==> src/rtl/gate_equiv_sequencer.sv <==
// Exhaustive input sweeper that drives one vector into a gate/reference pair,
// lets it settle, compares the two outputs and keeps a mismatch summary.
module gate_equiv_sequencer #(
    parameter int N_IN   = 2,
    parameter int SETTLE = 1
) (
    input  logic            clk,
    input  logic            rst_n,
    input  logic            start,
    input  logic            dut_s,
    input  logic            ref_s,
    output logic [N_IN-1:0] vec,
    output logic            busy,
    output logic            done,
    output logic            pass,
    output logic [N_IN:0]   err_count,
    output logic [N_IN-1:0] first_fail_vec,
    output logic            first_fail_vld
);

    typedef enum logic [1:0] {
        S_IDLE    = 2'd0,
        S_SETTLE  = 2'd1,
        S_COMPARE = 2'd2,
        S_DONE    = 2'd3
    } state_t;

    localparam logic [3:0]      CNT_LAST = 4'(SETTLE - 1);
    localparam logic [N_IN-1:0] VEC_LAST = {N_IN{1'b1}};
    localparam logic [N_IN-1:0] VEC_ZERO = {N_IN{1'b0}};
    localparam logic [N_IN-1:0] VEC_ONE  = N_IN'(1);
    localparam logic [N_IN:0]   ERR_ZERO = {(N_IN+1){1'b0}};
    localparam logic [N_IN:0]   ERR_ONE  = (N_IN+1)'(1);

    state_t            state_q, state_d;
    logic [N_IN-1:0]   vec_q, vec_d;
    logic [3:0]        cnt_q, cnt_d;
    logic [N_IN:0]     err_q, err_d;
    logic [N_IN-1:0]   ffv_q, ffv_d;
    logic              vld_q, vld_d;
    logic              busy_q, busy_d;
    logic              done_q, done_d;
    logic              pass_q, pass_d;
    logic              mismatch_s;

    // Next-state and next-result logic; status flags derive from the next state so they stay registered.
    always_comb begin
        state_d    = state_q;
        vec_d      = vec_q;
        cnt_d      = cnt_q;
        err_d      = err_q;
        ffv_d      = ffv_q;
        vld_d      = vld_q;
        mismatch_s = 1'b0;

        case (state_q)
            S_IDLE, S_DONE: begin
                if (start) begin
                    state_d = S_SETTLE;
                    vec_d   = VEC_ZERO;
                    cnt_d   = 4'd0;
                    err_d   = ERR_ZERO;
                    ffv_d   = VEC_ZERO;
                    vld_d   = 1'b0;
                end else begin
                    state_d = state_q;
                end
            end
            S_SETTLE: begin
                cnt_d = cnt_q + 4'd1;
                if (cnt_q == CNT_LAST) begin
                    state_d = S_COMPARE;
                end else begin
                    state_d = S_SETTLE;
                end
            end
            S_COMPARE: begin
                // Case inequality so an unknown output is reported as a failure.
                mismatch_s = (dut_s !== ref_s);
                if (mismatch_s) begin
                    err_d = err_q + ERR_ONE;
                    if (!vld_q) begin
                        ffv_d = vec_q;
                        vld_d = 1'b1;
                    end else begin
                        vld_d = vld_q;
                    end
                end else begin
                    err_d = err_q;
                end
                if (vec_q == VEC_LAST) begin
                    state_d = S_DONE;
                end else begin
                    vec_d   = vec_q + VEC_ONE;
                    cnt_d   = 4'd0;
                    state_d = S_SETTLE;
                end
            end
            default: begin
                state_d = S_IDLE;
            end
        endcase

        busy_d = (state_d == S_SETTLE) || (state_d == S_COMPARE);
        done_d = (state_d == S_DONE);
        pass_d = done_d && (err_d == ERR_ZERO);
    end

    // State and result registers.
    always_ff @(posedge clk or negedge rst_n) begin
        if (!rst_n) begin
            state_q <= S_IDLE;
            vec_q   <= VEC_ZERO;
            cnt_q   <= 4'd0;
            err_q   <= ERR_ZERO;
            ffv_q   <= VEC_ZERO;
            vld_q   <= 1'b0;
            busy_q  <= 1'b0;
            done_q  <= 1'b0;
            pass_q  <= 1'b0;
        end else begin
            state_q <= state_d;
            vec_q   <= vec_d;
            cnt_q   <= cnt_d;
            err_q   <= err_d;
            ffv_q   <= ffv_d;
            vld_q   <= vld_d;
            busy_q  <= busy_d;
            done_q  <= done_d;
            pass_q  <= pass_d;
        end
    end

    assign vec            = vec_q;
    assign busy           = busy_q;
    assign done           = done_q;
    assign pass           = pass_q;
    assign err_count      = err_q;
    assign first_fail_vec = ffv_q;
    assign first_fail_vld = vld_q;

endmodule

==> config.mk <==
export PLATFORM = sky130hd
export DESIGN_NAME = gate_equiv_sequencer
export DESIGN_NICKNAME = d
export VERILOG_FILES = /design/src/rtl/gate_equiv_sequencer.sv
export SDC_FILE = /design/constraint.sdc
export NUM_CORES = 1
export LEC_CHECK = 0
export CORE_ASPECT_RATIO = 1.1
export CORE_MARGIN = 10
export CORE_UTILIZATION = 50
export DETAILED_ROUTE_END_ITERATION = 8
export PLACE_DENSITY = 0.81
export SLEW_MARGIN = 20
export SYNTH_ARGS = -nofsm -noshare
export SYNTH_HDL_FRONTEND = slang
export SYNTH_SLANG_ARGS = --single-unit
==> constraint.sdc <==
create_clock -name clk -period 2.7 [get_ports clk]
set_input_delay 0.54 -clock clk [delete_from_list [all_inputs] [get_ports clk]]
set_output_delay 0.54 -clock clk [all_outputs]
set_load 0.05 [all_outputs]
==> results of run 1 <==
tightest hold or removal path, stage by stage, from the launching register on:
cell and delay, ns:
sky130_fd_sc_hd__dfrtp_1 0.38, sky130_fd_sc_hd__nand2_1 0.06, sky130_fd_sc_hd__o311ai_1 0.06
how the worst max path moves through the flow:
| stage | from | to | slack [ns] |
|---|---|---|---|
| final | vec[0]$_DFFE_PN0P_ | vec[0] | 0.52 |
| after global routing | vec[0]$_DFFE_PN0P_ | vec[0] | 0.46 |
| after CTS | vec[0]$_DFFE_PN0P_ | vec[0] | 0.52 |
| after detailed placement | start | pass$_DFF_PN0_ | 0.46 |
| after global placement | start | pass$_DFF_PN0_ | 0.50 |
| after floorplan | state_q[0]$_DFF_PN0_ | pass$_DFF_PN0_ | 0.88 |
cells by family (layout without fill, tap and decap cells):
kind of cell,after synthesis,after routing
AOI/OAI and AO/OA,24,24
xor gates and xnor gates,4,4
adders and majority gates,8,8
buffers and inverters,7,25
DFF,17,17
muxes,1,1
and+or+nand+nor,35,35
cell type report:
cell class | instances | area [um2]
Clock buffer | 4 | 26.3
Timing Repair Buffer | 15 | 150
Multi-Input combinational cell | 72 | 495
Sequential cell | 17 | 425
Tap cell | 18 | 22.5
Fill cell | 137 | 639
Inverter | 6 | 22.5
state kept, by name, summed over array words and instances (netlist names):
| name | cells |
|---|---|
| state_q | 2 |
| busy | 1 |
| done | 1 |
| cnt_q | 4 |
| first_fail_vec | 2 |
| pass | 1 |
| vec | 2 |
| first_fail_vld | 1 |
| err_count | 3 |
cells in the final DEF, fill, tap and decap left out, types with 2 or more instances in the layout:
| master | count |
|---|---|
| sky130_fd_sc_hd__nand2b_1 | 2 |
| sky130_fd_sc_hd__a21oi_1 | 9 |
| sky130_fd_sc_hd__o21ai_0 | 4 |
| sky130_fd_sc_hd__nand2_1 | 16 |
| sky130_fd_sc_hd__inv_1 | 6 |
| sky130_fd_sc_hd__nand3_1 | 5 |
| sky130_fd_sc_hd__dfrtp_1 | 17 |
| sky130_fd_sc_hd__xor2_1 | 3 |
| sky130_fd_sc_hd__nor2_1 | 3 |
| sky130_fd_sc_hd__nand3b_1 | 2 |
| sky130_fd_sc_hd__ha_1 | 8 |
| sky130_fd_sc_hd__clkdlybuf4s50_1 | 15 |
| sky130_fd_sc_hd__clkbuf_4 | 3 |
metal layers:
metal	vias up	wire length [um]
met1	372	794
met5	-	0
li1	382	-
met3	2	115
met2	15	1050
met4	0	20
power breakdown:
group | total (uW) | internal (uW) | leakage (uW) | switching (uW)
registers | 391 | 325 | 0.000227 | 66.0
clock network | 134 | 57.4 | 0.0000150 | 76.7
logic | 623 | 232 | 0.000285 | 391
metrics by stage:
step           area, um2  setup WS (ns)  std cells
2_1_floorplan        947          0.875         96
3_3_place_gp        1120          0.500        128
3_5_place_dp        1120          0.464        128
4_1_cts             1140          0.524        132
5_1_grt             1140          0.463        132
6_report            1140          0.520        132
==> flow_results.org, run 1 <==
** Clocking
- TritonCTS built the clock tree.
- Clock root buffer :: sky130_fd_sc_hd__clkbuf_4
- In this run, post-CTS hold repair placed 0 buffers.
- Deepest clock path buffer count :: 2
- The number of gates resized after CTS was 0.
- TritonCTS buffer count :: 3
- Number of sinks driven by the clock tree :: 17
- Post-CTS timing repair inserted 0 buffers for setup.
- Latest clock arrival within the worst-skew pair :: 0.29 ns
- CTS built an H-tree with a depth of 1.
- Clock Pin Slew Worst Setup and Hold Paths :: 0.10 ns

** Logic synthesis
- Simple-gate share of the synthesized area :: 0.202
- Adder and majority cell fraction of the synthesized area :: 0.106
- Most frequently used cell type in the post-synthesis netlist :: sky130_fd_sc_hd__dfrtp_1
- Xor and xnor area share after synthesis :: 0.0370
- When the netlist entered floorplanning its net count stood at 109.
- Synthesized flop and latch total :: 17
- Synthesized netlist cell count :: 96
- Top post-synthesis cells by area :: sky130_fd_sc_hd__dfrtp_1 45%, sky130_fd_sc_hd__ha_1 11%, sky130_fd_sc_hd__nand2_1 6.3%
- Share of cell area taken by muxes after synthesis :: 0.0119
- The commonest cells after synthesis are 17 x sky130_fd_sc_hd__dfrtp_1, 16 x sky130_fd_sc_hd__nand2_1, 9 x sky130_fd_sc_hd__a21oi_1.
- Main combinational cell family by area after synthesis :: simple AND/OR/NAND/NOR gates
- In the synthesized netlist the async set-or-reset flop fraction comes to 1.00.
- The Yosys step of the flow raised 0 warnings.
- The most used flip-flop cell after synthesis is sky130_fd_sc_hd__dfrtp_1.
- The synthesized netlist contains 32 unique library cells.
- sky130_fd_sc_hd__dfrtp_1 takes more of the synthesized area than any other cell.
- Mean instance size in the synthesized netlist :: 9.87 um2
- In this run, synthesis inferred 0 flip-flops with an integrated enable.
- Sequential cell area fraction in the yosys report :: 0.449
- Summing every instance area after synthesis gives 947 um2.
- Of the post-synthesis cell area, the dominant cell type holds 0.449.
- The area fraction in compound gates after synthesis is 0.166.

** Routing
- Final routed DRC violation total :: 0
- The final route contains 771 vias.
- Wirelength, routed :: 1980 um
- Residual antenna-violating net count after detailed routing :: 0
- Routed len/inst :: 15.0 um
- After detailed routing, the number of vias per cell comes to 5.84.
- Detailed Route Iter0 Violations :: 12
- The first TritonRoute pass finished after 4 iterations.

** Critical path
- Nature of the critical path startpoint :: flop
- Critical register-to-register path startpoint :: state_q[0]$_DFF_PN0_
- Capture instance of the worst register-to-register path :: pass$_DFF_PN0_
- Kind of capture point of the worst setup path :: output port
- WS Path Type :: flop to output port
- Crit-path max cell delay :: 0.86 ns
- Data on the critical path is required at its endpoint by 2.16 ns.
- The kind of cell with the highest combined delay along the critical path is buffers and inverters.
- Measured in cells, the most critical reg-to-reg path has a length of 6.
- Slowest cell on the critical path :: sky130_fd_sc_hd__clkdlybuf4s50_1
- In this run the number of cells on the critical path is 1.
- Across all register-to-register paths, the minimum setup slack is 0.74 ns.
- STA puts the critical path data arrival time at 1.64 ns.
- Traced cell by cell, the critical path runs through clkdlybuf4s50_1.
- In this run the worst path has a maximum fanout of 8.
- Counting both buffers and inverters, the worst setup path holds a total of 1.

** Hold path
- Startpoint of the worst hold path :: first_fail_vec[0]$_DFFE_PN0P_
- Worst hold path endpoint :: first_fail_vec[0]$_DFFE_PN0P_
- The min-delay analysis places its worst path in the category flop to flop.
- Counting instances, the worst hold path has a depth of 2.

** GRT
- Global route hottest layer :: met2
- Global route overflow :: 0
- Grt met1 use :: 0.0960
- The number of antenna violations at the first check in global routing came to 0.
- GRT met3 Usage :: 0.0327
- Across every metal layer, demand over resource in global routing totals 0.102.
- Maximum number of pins on one net before global-route repair :: 18
- GR Layer Usage met2 :: 0.185
- The via count of the first global-routing pass is 774.
- Global-route wire length before repair :: 3180 um

** Timing
- Setup violations remaining at the end of the flow were counted as 0.
- RSZ-0062 raised after global routing :: false
- Final hold violation count :: 0
- Share of the clock period used by the worst path :: 0.807
- Final Hold Slack :: 0.535 ns
- Pin slew with the least headroom to its limit :: 0.746 ns
- Clk_skew :: 0.00624 ns
- The count of final max-slew check failures came to 0.
- Fin crit period :: 2.18 ns
- Measured against its own limit, the worst slew margin works out to 0.501.
- Total negative slack for setup checks :: 0 ns
- Maximum operating frequency :: 459 MHz

** Power and ir drop
- Total power after layout :: 1150 uW
- The worst-case IR drop observed on VDD is 0.641 mV.
- Dividing total power by cell area gives a power density of 1010 mW/mm2.
- P_leak :: 0.000527 uW

** Layout
- Total Nets Final :: 128
- ANT cells :: 0
- For this run, the share of the core covered by cells in the final layout is 0.641.
- The area growth from synthesis to layout is 20.6%.
- Of the cells placed in the final design, the portion with a size suffix greater than 1 is 0.0789.

** Status
- Outcome :: complete, no violations

** Floorplanning
- Count of boundary I/O pins :: 16
- The floorplan step set the die width to 61.5 um.
- The die covers 0.00404 mm2.
- From bottom edge to top edge, the die measures 65.7 um.
- Effective utilization at floorplan :: 0.532
- Core Rows :: 16
- Standard cell core area :: 0.00178 mm2

** Placement
- Placer Congestion :: 0.823
- In this run the tool buffered the top-level ports with 15 buffer cells.

** Run
- Across the run, the number of max-cap violations was 0.
Note: power is estimated with default switching activity, not from simulation.
==> inputs of run 2 (changes only) <==
clock period = 2.04 ns   (was 2.7 ns; I/O delays follow)
==> flow_results.org, run 2 (synthesized netlist as in run 1, its figures left out) <==
** Status
- Outcome :: complete, no violations

** Power and ir drop
- Internal power :: 842 uW
- Clock group share of total power :: 0.113
- Sw Ratio :: 0.465
- The analysis attributes to cell leakage a power of 0.000549 uW.
- Share of total power in sequential cells :: 0.331
- Switch Pwr :: 731 uW
- Maximum vdd drop :: 0.801 mV
- Part of the total power dissipated in combinational logic :: 0.556
- Power Dens Cells :: 1350 mW/mm2

** Timing
- RSZ-0062 raised after global routing :: false
- Clk_skew :: 0.00182 ns
- Final-report max-slew violation count :: 0
- At the pin with the least slew margin, the transition time is 0.500 ns.
- Share of the clock period used by the worst path :: 0.965
- Worst relative slew slack :: 0.666
- Adding up every negative setup slack in the final design gives 0 ns.
- Subtracting the final worst setup slack from the clock period gives 1.97 ns.
- Setup violations remaining at the end of the flow were counted as 0.
- Hold is met by 0.424 ns.
- The number of failing hold endpoints at the final stage was 0.
- Maximum operating frequency :: 508 MHz

** Clocking
- Number of sinks driven by the clock tree :: 17
- Deepest clock path buffer count :: 2
- The number of setup buffers added after CTS is 0.
- The tree is rooted in a sky130_fd_sc_hd__clkbuf_4.
- Gates resized during post-CTS repair numbered 0.
- TritonCTS buffer count :: 3
- CTS tree :: built
- In this run the number of H-tree levels came out at 1.
- Clock latency on the worst-skew pair, taken at its later pin, is 0.29 ns.
- Hold-fix buffers at CTS :: 0
- Clock Pin Slew Worst Setup and Hold Paths :: 0.09 ns

** Critical path
- In this design, the stage delay of the slowest critical-path cell is 0.83 ns.
- Together, buffers and inverters on the worst path number 1.
- Crit path depth :: 1
- The critical path ends at first_fail_vld.
- Cell-by-cell listing of the critical path :: clkdlybuf4s50_1
- At the worst endpoint, the arrival time is 1.56 ns.
- WS Path Type :: flop to output port
- Of all nets on the critical path, the largest fanout is 6.
- First element of the critical path :: first_fail_vld$_DFFE_PN0P_
- For this design, the slowest cell found on the critical path is sky130_fd_sc_hd__clkdlybuf4s50_1.
- Critical register-to-register path startpoint :: state_q[1]$_DFF_PN0_
- Measured in cells, the most critical reg-to-reg path has a length of 7.
- Family of cells with the greatest summed delay on the critical path :: buffers and inverters
- The worst setup path is launched from a flop.
- The worst register-to-register path ends at pass$_DFF_PN0_.
- Setup slack on the worst reg-to-reg path comes out at 0.18 ns.
- Required time of the critical path :: 1.63 ns
- The worst setup path is captured at an output port.

** Layout
- Share of post-route cells with drive strength above 1 :: 0.127
- The final layout contains 132 nets.
- In the layout the commonest cells are 17 x sky130_fd_sc_hd__dfrtp_1, 16 x sky130_fd_sc_hd__nand2_1, 13 x sky130_fd_sc_hd__clkdlybuf4s50_1, 9 x sky130_fd_sc_hd__a21oi_1, 8 x sky130_fd_sc_hd__ha_1.
- Leaving out fill and tap cells, the most frequent cell in the layout is sky130_fd_sc_hd__dfrtp_1.
- Largest register FFs :: 4
- ANT cells :: 0
- Relative to the synthesized area, the layout overhead comes to 23.2%.
- Largest Register :: cnt_q

** GRT
- In the global route stage, overall resource usage came out at 0.110.
- Entering global routing, the biggest net connects 18 pins.
- Global-route wire length before repair :: 3370 um
- Vias in the first global route :: 764
- The number of antenna violations at the first check in global routing was 0.
- Global routing finished with a remaining overflow of 0.

** Routing
- Routed len/inst :: 15.0 um
- Wirelength, routed :: 2050 um
- Vias per Instance :: 5.96
- Residual antenna-violating net count after detailed routing :: 0
- Via count of the routed design :: 811
- Detailed Route Iter0 Violations :: 18
- For this run, design rule violations remaining after detail routing come to 0.
- Count of TritonRoute iterations in the first routing pass :: 4

** Floorplanning
- Measured along the x axis, the die boundary spans 61.5 um.
- During I/O placement, the number of pins put on the boundary was 16.
- Standard cell core area :: 0.00178 mm2
- Core Rows :: 16
- Effective utilization at floorplan :: 0.532
- Height of the die :: 65.7 um
- Area of the die :: 0.00404 mm2

** Placement
- Detailed placer's ending HPWL :: 1620 um
- Number of input and output port buffers inserted :: 15
- The congestion estimate from routability-driven global placement came to 0.839.

** Run
- The tool flagged a number of max-cap violations equal to 0.

** Hold path
- Worst hold-check path type :: primary input to asynchronous set/reset pin
==> run 2: layer usage <==
| metal | up-vias | wire length [um] | part of all wire | global-route usage |
|---|---|---|---|---|
| met2 | 22 | 1050 | 0.52 | 0.187 |
| met5 | - | 0 | 0 | 0 |
| li1 | 388 | - | - | - |
| met4 | 0 | 54 | 0.026 | 0.0642 |
| met1 | 394 | 802 | 0.39 | 0.112 |
| met3 | 7 | 134 | 0.066 | 0.0365 |
==> run 2: through the flow <==
step / util / instance area, um2 / power, uW / setup slack, ns / instances
after global placement: 0.640 / 1140 / 1350 / 0.103 / 132
after CTS: 0.655 / 1170 / 1580 / 0.0653 / 136
after detailed placement: 0.640 / 1140 / 1400 / 0.0523 / 132
after global routing: 0.655 / 1170 / 1690 / 0.0124 / 136
after floorplan: - / 947 / 1110 / 0.215 / 96
final: 0.655 / 1170 / 1570 / 0.0704 / 136
==> run 2: final cells by class <==
cell class / instances / area (um2)
clock buffers: 4 / 26.3
repair buffers: 19 / 175
flip-flops and latches: 17 / 425
fillers: 153 / 614
inverters: 6 / 22.5
well taps: 18 / 22.5
multi-input cells: 72 / 495
==> run 2: worst min path at each step <==
stage / endpoint / slack [ns] / start
finish: first_fail_vec[1]$_DFFE_PN0P_ / 0.42 / rst_n
global route: err_count[0]$_DFF_PN0_ / 0.44 / rst_n
CTS: first_fail_vec[1]$_DFFE_PN0P_ / 0.43 / rst_n
detailed placement: first_fail_vec[0]$_DFFE_PN0P_ / 0.52 / first_fail_vec[0]$_DFFE_PN0P_
global placement: first_fail_vec[0]$_DFFE_PN0P_ / 0.49 / first_fail_vec[0]$_DFFE_PN0P_
floorplan: busy$_DFF_PN0_ / 0.11 / rst_n
==> run 2: worst reg2reg max path, cell delays in order (launching register included) <==
cell	delay, ns
sky130_fd_sc_hd__dfrtp_1	0.43
sky130_fd_sc_hd__inv_1	0.07
sky130_fd_sc_hd__ha_1	0.35
sky130_fd_sc_hd__a32oi_1	0.17
sky130_fd_sc_hd__o22ai_1	0.24
sky130_fd_sc_hd__ha_1	0.21
sky130_fd_sc_hd__nand2_1	0.08
sky130_fd_sc_hd__nor4b_4	0.23
==> run 2: power by group through the flow <==
stage	registers, uW	logic [uW]	clock network [uW]
2_1_floorplan	683	428	0
3_3_place_gp	519	833	0
3_5_place_dp	528	868	0
4_1_cts	520	877	178
5_1_grt	534	961	196
6_report	520	874	178
==> inputs of run 3 (changes only) <==
ABC_AREA = 1   (was not set)
==> flow_results.org, run 3 <==
** Floorplanning
- The die covers 0.00399 mm2.
- Core Rows :: 16
- The core region is 0.00178 mm2.
- The die is 65.3 um tall.
- Die W :: 61.2 um
- Pin placement for this block handled 16 I/O pins.
- For this configuration, the core starts out at a cell density of 0.523.

** Timing
- Setup violation total in the final timing report :: 0
- On the final layout, the worst clock skew is 0.000615 ns.
- On the final layout, the worst hold slack is 0.434 ns.
- RSZ-0062 raised after global routing :: false
- Dividing the final minimum period by the clock period gives 0.949.
- Final hold violation count :: 0
- The count of final max-slew check failures is 0.
- Pin slew with the least headroom to its limit :: 0.505 ns
- Fin crit period :: 1.94 ns
- Based on the critical path, the design can be clocked at up to 517 MHz.
- Setup total negative slack on the finished layout was measured at 0 ns.
- In this run the tightest slew margin relative to its limit is 0.662.

** Placement
- Buffers placed on the I/O ports in this run total 15.
- Placer Congestion :: 0.773
- Number of instances in the placed design :: 141
- Detailed placement finished with a half-perimeter wire length of 1380 um.

** Logic synthesis
- Adder and majority cell fraction of the synthesized area :: 0.107
- Of all flip-flops after synthesis, the portion carrying an async set or reset was 1.00.
- Synthesized flop and latch total :: 17
- Post-synthesis instance area :: 932 um2
- After synthesis, the largest family of logic cells by area is simple AND/OR/NAND/NOR gates.
- Ranked by instance count, the synthesized netlist is headed by 27 x sky130_fd_sc_hd__nand2_1, 17 x sky130_fd_sc_hd__dfrtp_1, 16 x sky130_fd_sc_hd__inv_1.
- Share of cell area taken by muxes after synthesis :: 0
- Top post-synthesis cells by area :: sky130_fd_sc_hd__dfrtp_1 46%, sky130_fd_sc_hd__nand2_1 11%, sky130_fd_sc_hd__ha_1 11%
- Count of yosys warnings during synthesis :: 0
- Most frequently used cell type in the post-synthesis netlist :: sky130_fd_sc_hd__nand2_1
- Area share of the leading cell type in the synthesized netlist :: 0.456
- The average instance in the mapped netlist occupies 8.63 um2.
- Synthesized netlist cell count :: 108
- For this run, the leading register cell type out of synthesis is sky130_fd_sc_hd__dfrtp_1.
- Nets in the synthesized netlist :: 121
- Xor and xnor area share after synthesis :: 0.0188
- The area fraction in compound gates after synthesis was 0.115.
- Simple-gate share of the synthesized area :: 0.221
- Counting flops with a built-in enable in the synthesized netlist gives 0.
- The synthesized design spends more area on one cell type than any other, namely sky130_fd_sc_hd__dfrtp_1.
- Sequential cell area fraction in the yosys report :: 0.456
- Synthesis instantiated 18 different standard cells from the library.

** Routing
- Residual antenna-violating net count after detailed routing :: 0
- The pre-antenna-repair detailed-routing pass consisted of 4 iterations.
- After detailed routing, the number of remaining DRC violations is 0.
- Detailed Route Iter0 Violations :: 5
- Via count of the routed design :: 731
- Routed len/inst :: 11.8 um
- Dividing the detail-routed via count by the number of cells gives 5.04.
- Wirelength, routed :: 1710 um

** Critical path
- Nature of the critical path startpoint :: flop
- Crit-path max cell delay :: 0.83 ns
- Critical register-to-register path startpoint :: state_q[1]$_DFF_PN0_
- In this run the worst path has a maximum fanout of 5.
- Family of cells with the greatest summed delay on the critical path :: buffers and inverters
- Crit path depth :: 1
- The critical path in this run is classified as flop to output port.
- Together, buffers and inverters on the worst path number 1.
- Arrival time worst endpoint :: 1.53 ns
- Cell-by-cell listing of the critical path :: clkdlybuf4s50_1
- Worst R2R Path Depth :: 9
- At the worst endpoint, the required time is 1.63 ns.
- Slowest cell on the critical path :: sky130_fd_sc_hd__clkdlybuf4s50_1
- The critical path ends at err_count[2].
- Capture instance of the worst register-to-register path :: pass$_DFF_PN0_
- Worst-case register-to-register setup slack :: 0.28 ns
- Kind of capture point of the worst setup path :: output port
- First element of the critical path :: err_count[2]$_DFF_PN0_

** Clocking
- H-tree levels :: 1
- The clock passes through at most 2 buffers.
- Number of sinks driven by the clock tree :: 17
- Clock root buffer :: sky130_fd_sc_hd__clkbuf_4
- Latest clock arrival within the worst-skew pair :: 0.28 ns
- Setup Buffers After CTS :: 0
- Resized Gates After CTS :: 0
- Hold-fix buffers at CTS :: 0
- Clock Pin Slew Worst Setup and Hold Paths :: 0.09 ns
- CTS tree :: built
- The number of clock buffers added by TritonCTS is 3.

** Power and ir drop
- IR analysis of the VDD net gives a maximum drop of 0.943 mV.
- After layout, the design draws a total of 1560 uW.
- In this run the static leakage power is 0.000559 uW.
- Dividing total power by cell area gives a power density of 1380 mW/mm2.

** Layout
- Of the cells placed in the final design, the portion with a size suffix greater than 1 is 0.102.
- The number of antenna diodes in the final layout is 0.
- Commonest cells after routing, fill and taps aside :: 27 x sky130_fd_sc_hd__nand2_1, 17 x sky130_fd_sc_hd__dfrtp_1, 16 x sky130_fd_sc_hd__inv_1, 15 x sky130_fd_sc_hd__clkdlybuf4s50_1, 10 x sky130_fd_sc_hd__nand3_1
- Counting flops per register, the top entry is cnt_q.
- Layout-stage area growth over the synthesis result :: 21.3%
- In the final design database the tool counted 141 nets.
- Commonest non-fill, non-tap cell in the layout :: sky130_fd_sc_hd__nand2_1
- The register with the most flip-flops in the layout has 4 of them.
- Post-route non-filler standard cell count :: 145

** GRT
- The via count of the first global-routing pass is 708.
- Number of antenna violations at the first check in global routing :: 0
- Entering global routing, the biggest net connects 18 pins.
- In the global route stage, overall resource usage came out at 0.0913.
- The first global-routing pass estimated 2900 um of wire.
- Global route overflow :: 0

** Run
- Max capacitance violation total :: 0

** Status
- Outcome :: complete, no violations

** Hold path
- Worst hold-check path type :: primary input to asynchronous set/reset pin
==> run 3: cells by family (layout without fill, tap and decap cells) <==
logic type	Yosys count	count (layout)
compound gates	17	17
xor+xnor	2	2
buf+inv	19	38
fa+ha+maj	8	8
flops	17	17
simple gates	45	45
==> run 3: layout make-up <==
cell class	instances	area, um2
fillers	153	651
inverters	18	67.6
multi-input cells	72	432
repair buffers	16	158
clock buffers	4	26.3
flip-flops and latches	17	425
well taps	18	22.5
==> run 3: power breakdown <==
group / total, uW / internal (uW) / switching, uW
Combinational: 880 / 301 / 579
Sequential: 503 / 438 / 64.8
Clock: 177 / 76.0 / 101
Total: 1560 / 815 / 745
==> run 3: worst min-delay path by stage <==
| stage | endpoint | slack, ns | cells after the start |
|---|---|---|---|
| finish | first_fail_vld$_DFFE_PN0P_ | 0.43 | 2 |
| global route | first_fail_vec[1]$_DFFE_PN0P_ | 0.46 | 2 |
| CTS | first_fail_vec[0]$_DFFE_PN0P_ | 0.44 | 2 |
| detailed placement | first_fail_vec[0]$_DFFE_PN0P_ | 0.49 | 2 |
| global placement | first_fail_vec[0]$_DFFE_PN0P_ | 0.47 | 2 |
| floorplan | busy$_DFF_PN0_ | 0.11 | 0 |
==> run 3: worst reg2reg max path, stage by stage, from the launching register on <==
cell                      delay (ns)
sky130_fd_sc_hd__dfrtp_1        0.41
sky130_fd_sc_hd__inv_1          0.08
sky130_fd_sc_hd__ha_1           0.37
sky130_fd_sc_hd__inv_1          0.10
sky130_fd_sc_hd__o21ai_0        0.17
sky130_fd_sc_hd__nand2_1        0.07
sky130_fd_sc_hd__o21ai_0        0.11
sky130_fd_sc_hd__ha_1           0.21
sky130_fd_sc_hd__nand3_1        0.09
sky130_fd_sc_hd__nor3_2         0.10
==> run 3: metal layers <==
| metal | vias up | GRT usage | share of wire |
|---|---|---|---|
| li1 | 385 | - | - |
| met1 | 331 | 0.111 | 0.47 |
| met2 | 11 | 0.145 | 0.46 |
| met3 | 4 | 0.0231 | 0.052 |
| met4 | 0 | 0.0429 | 0.015 |
| met5 | - | 0 | 0 |
==> run 3: metrics by stage <==
| step | setup slack [ns] | utilization | cell area (um2) |
|---|---|---|---|
| 2_1_floorplan | 0.395 | - | 932 |
| 3_5_place_dp | 0.193 | 0.620 | 1100 |
| 5_1_grt | 0.0511 | 0.635 | 1130 |
| 3_3_place_gp | 0.224 | 0.620 | 1100 |
| 6_report | 0.105 | 0.635 | 1130 |
| 4_1_cts | 0.0867 | 0.635 | 1130 |
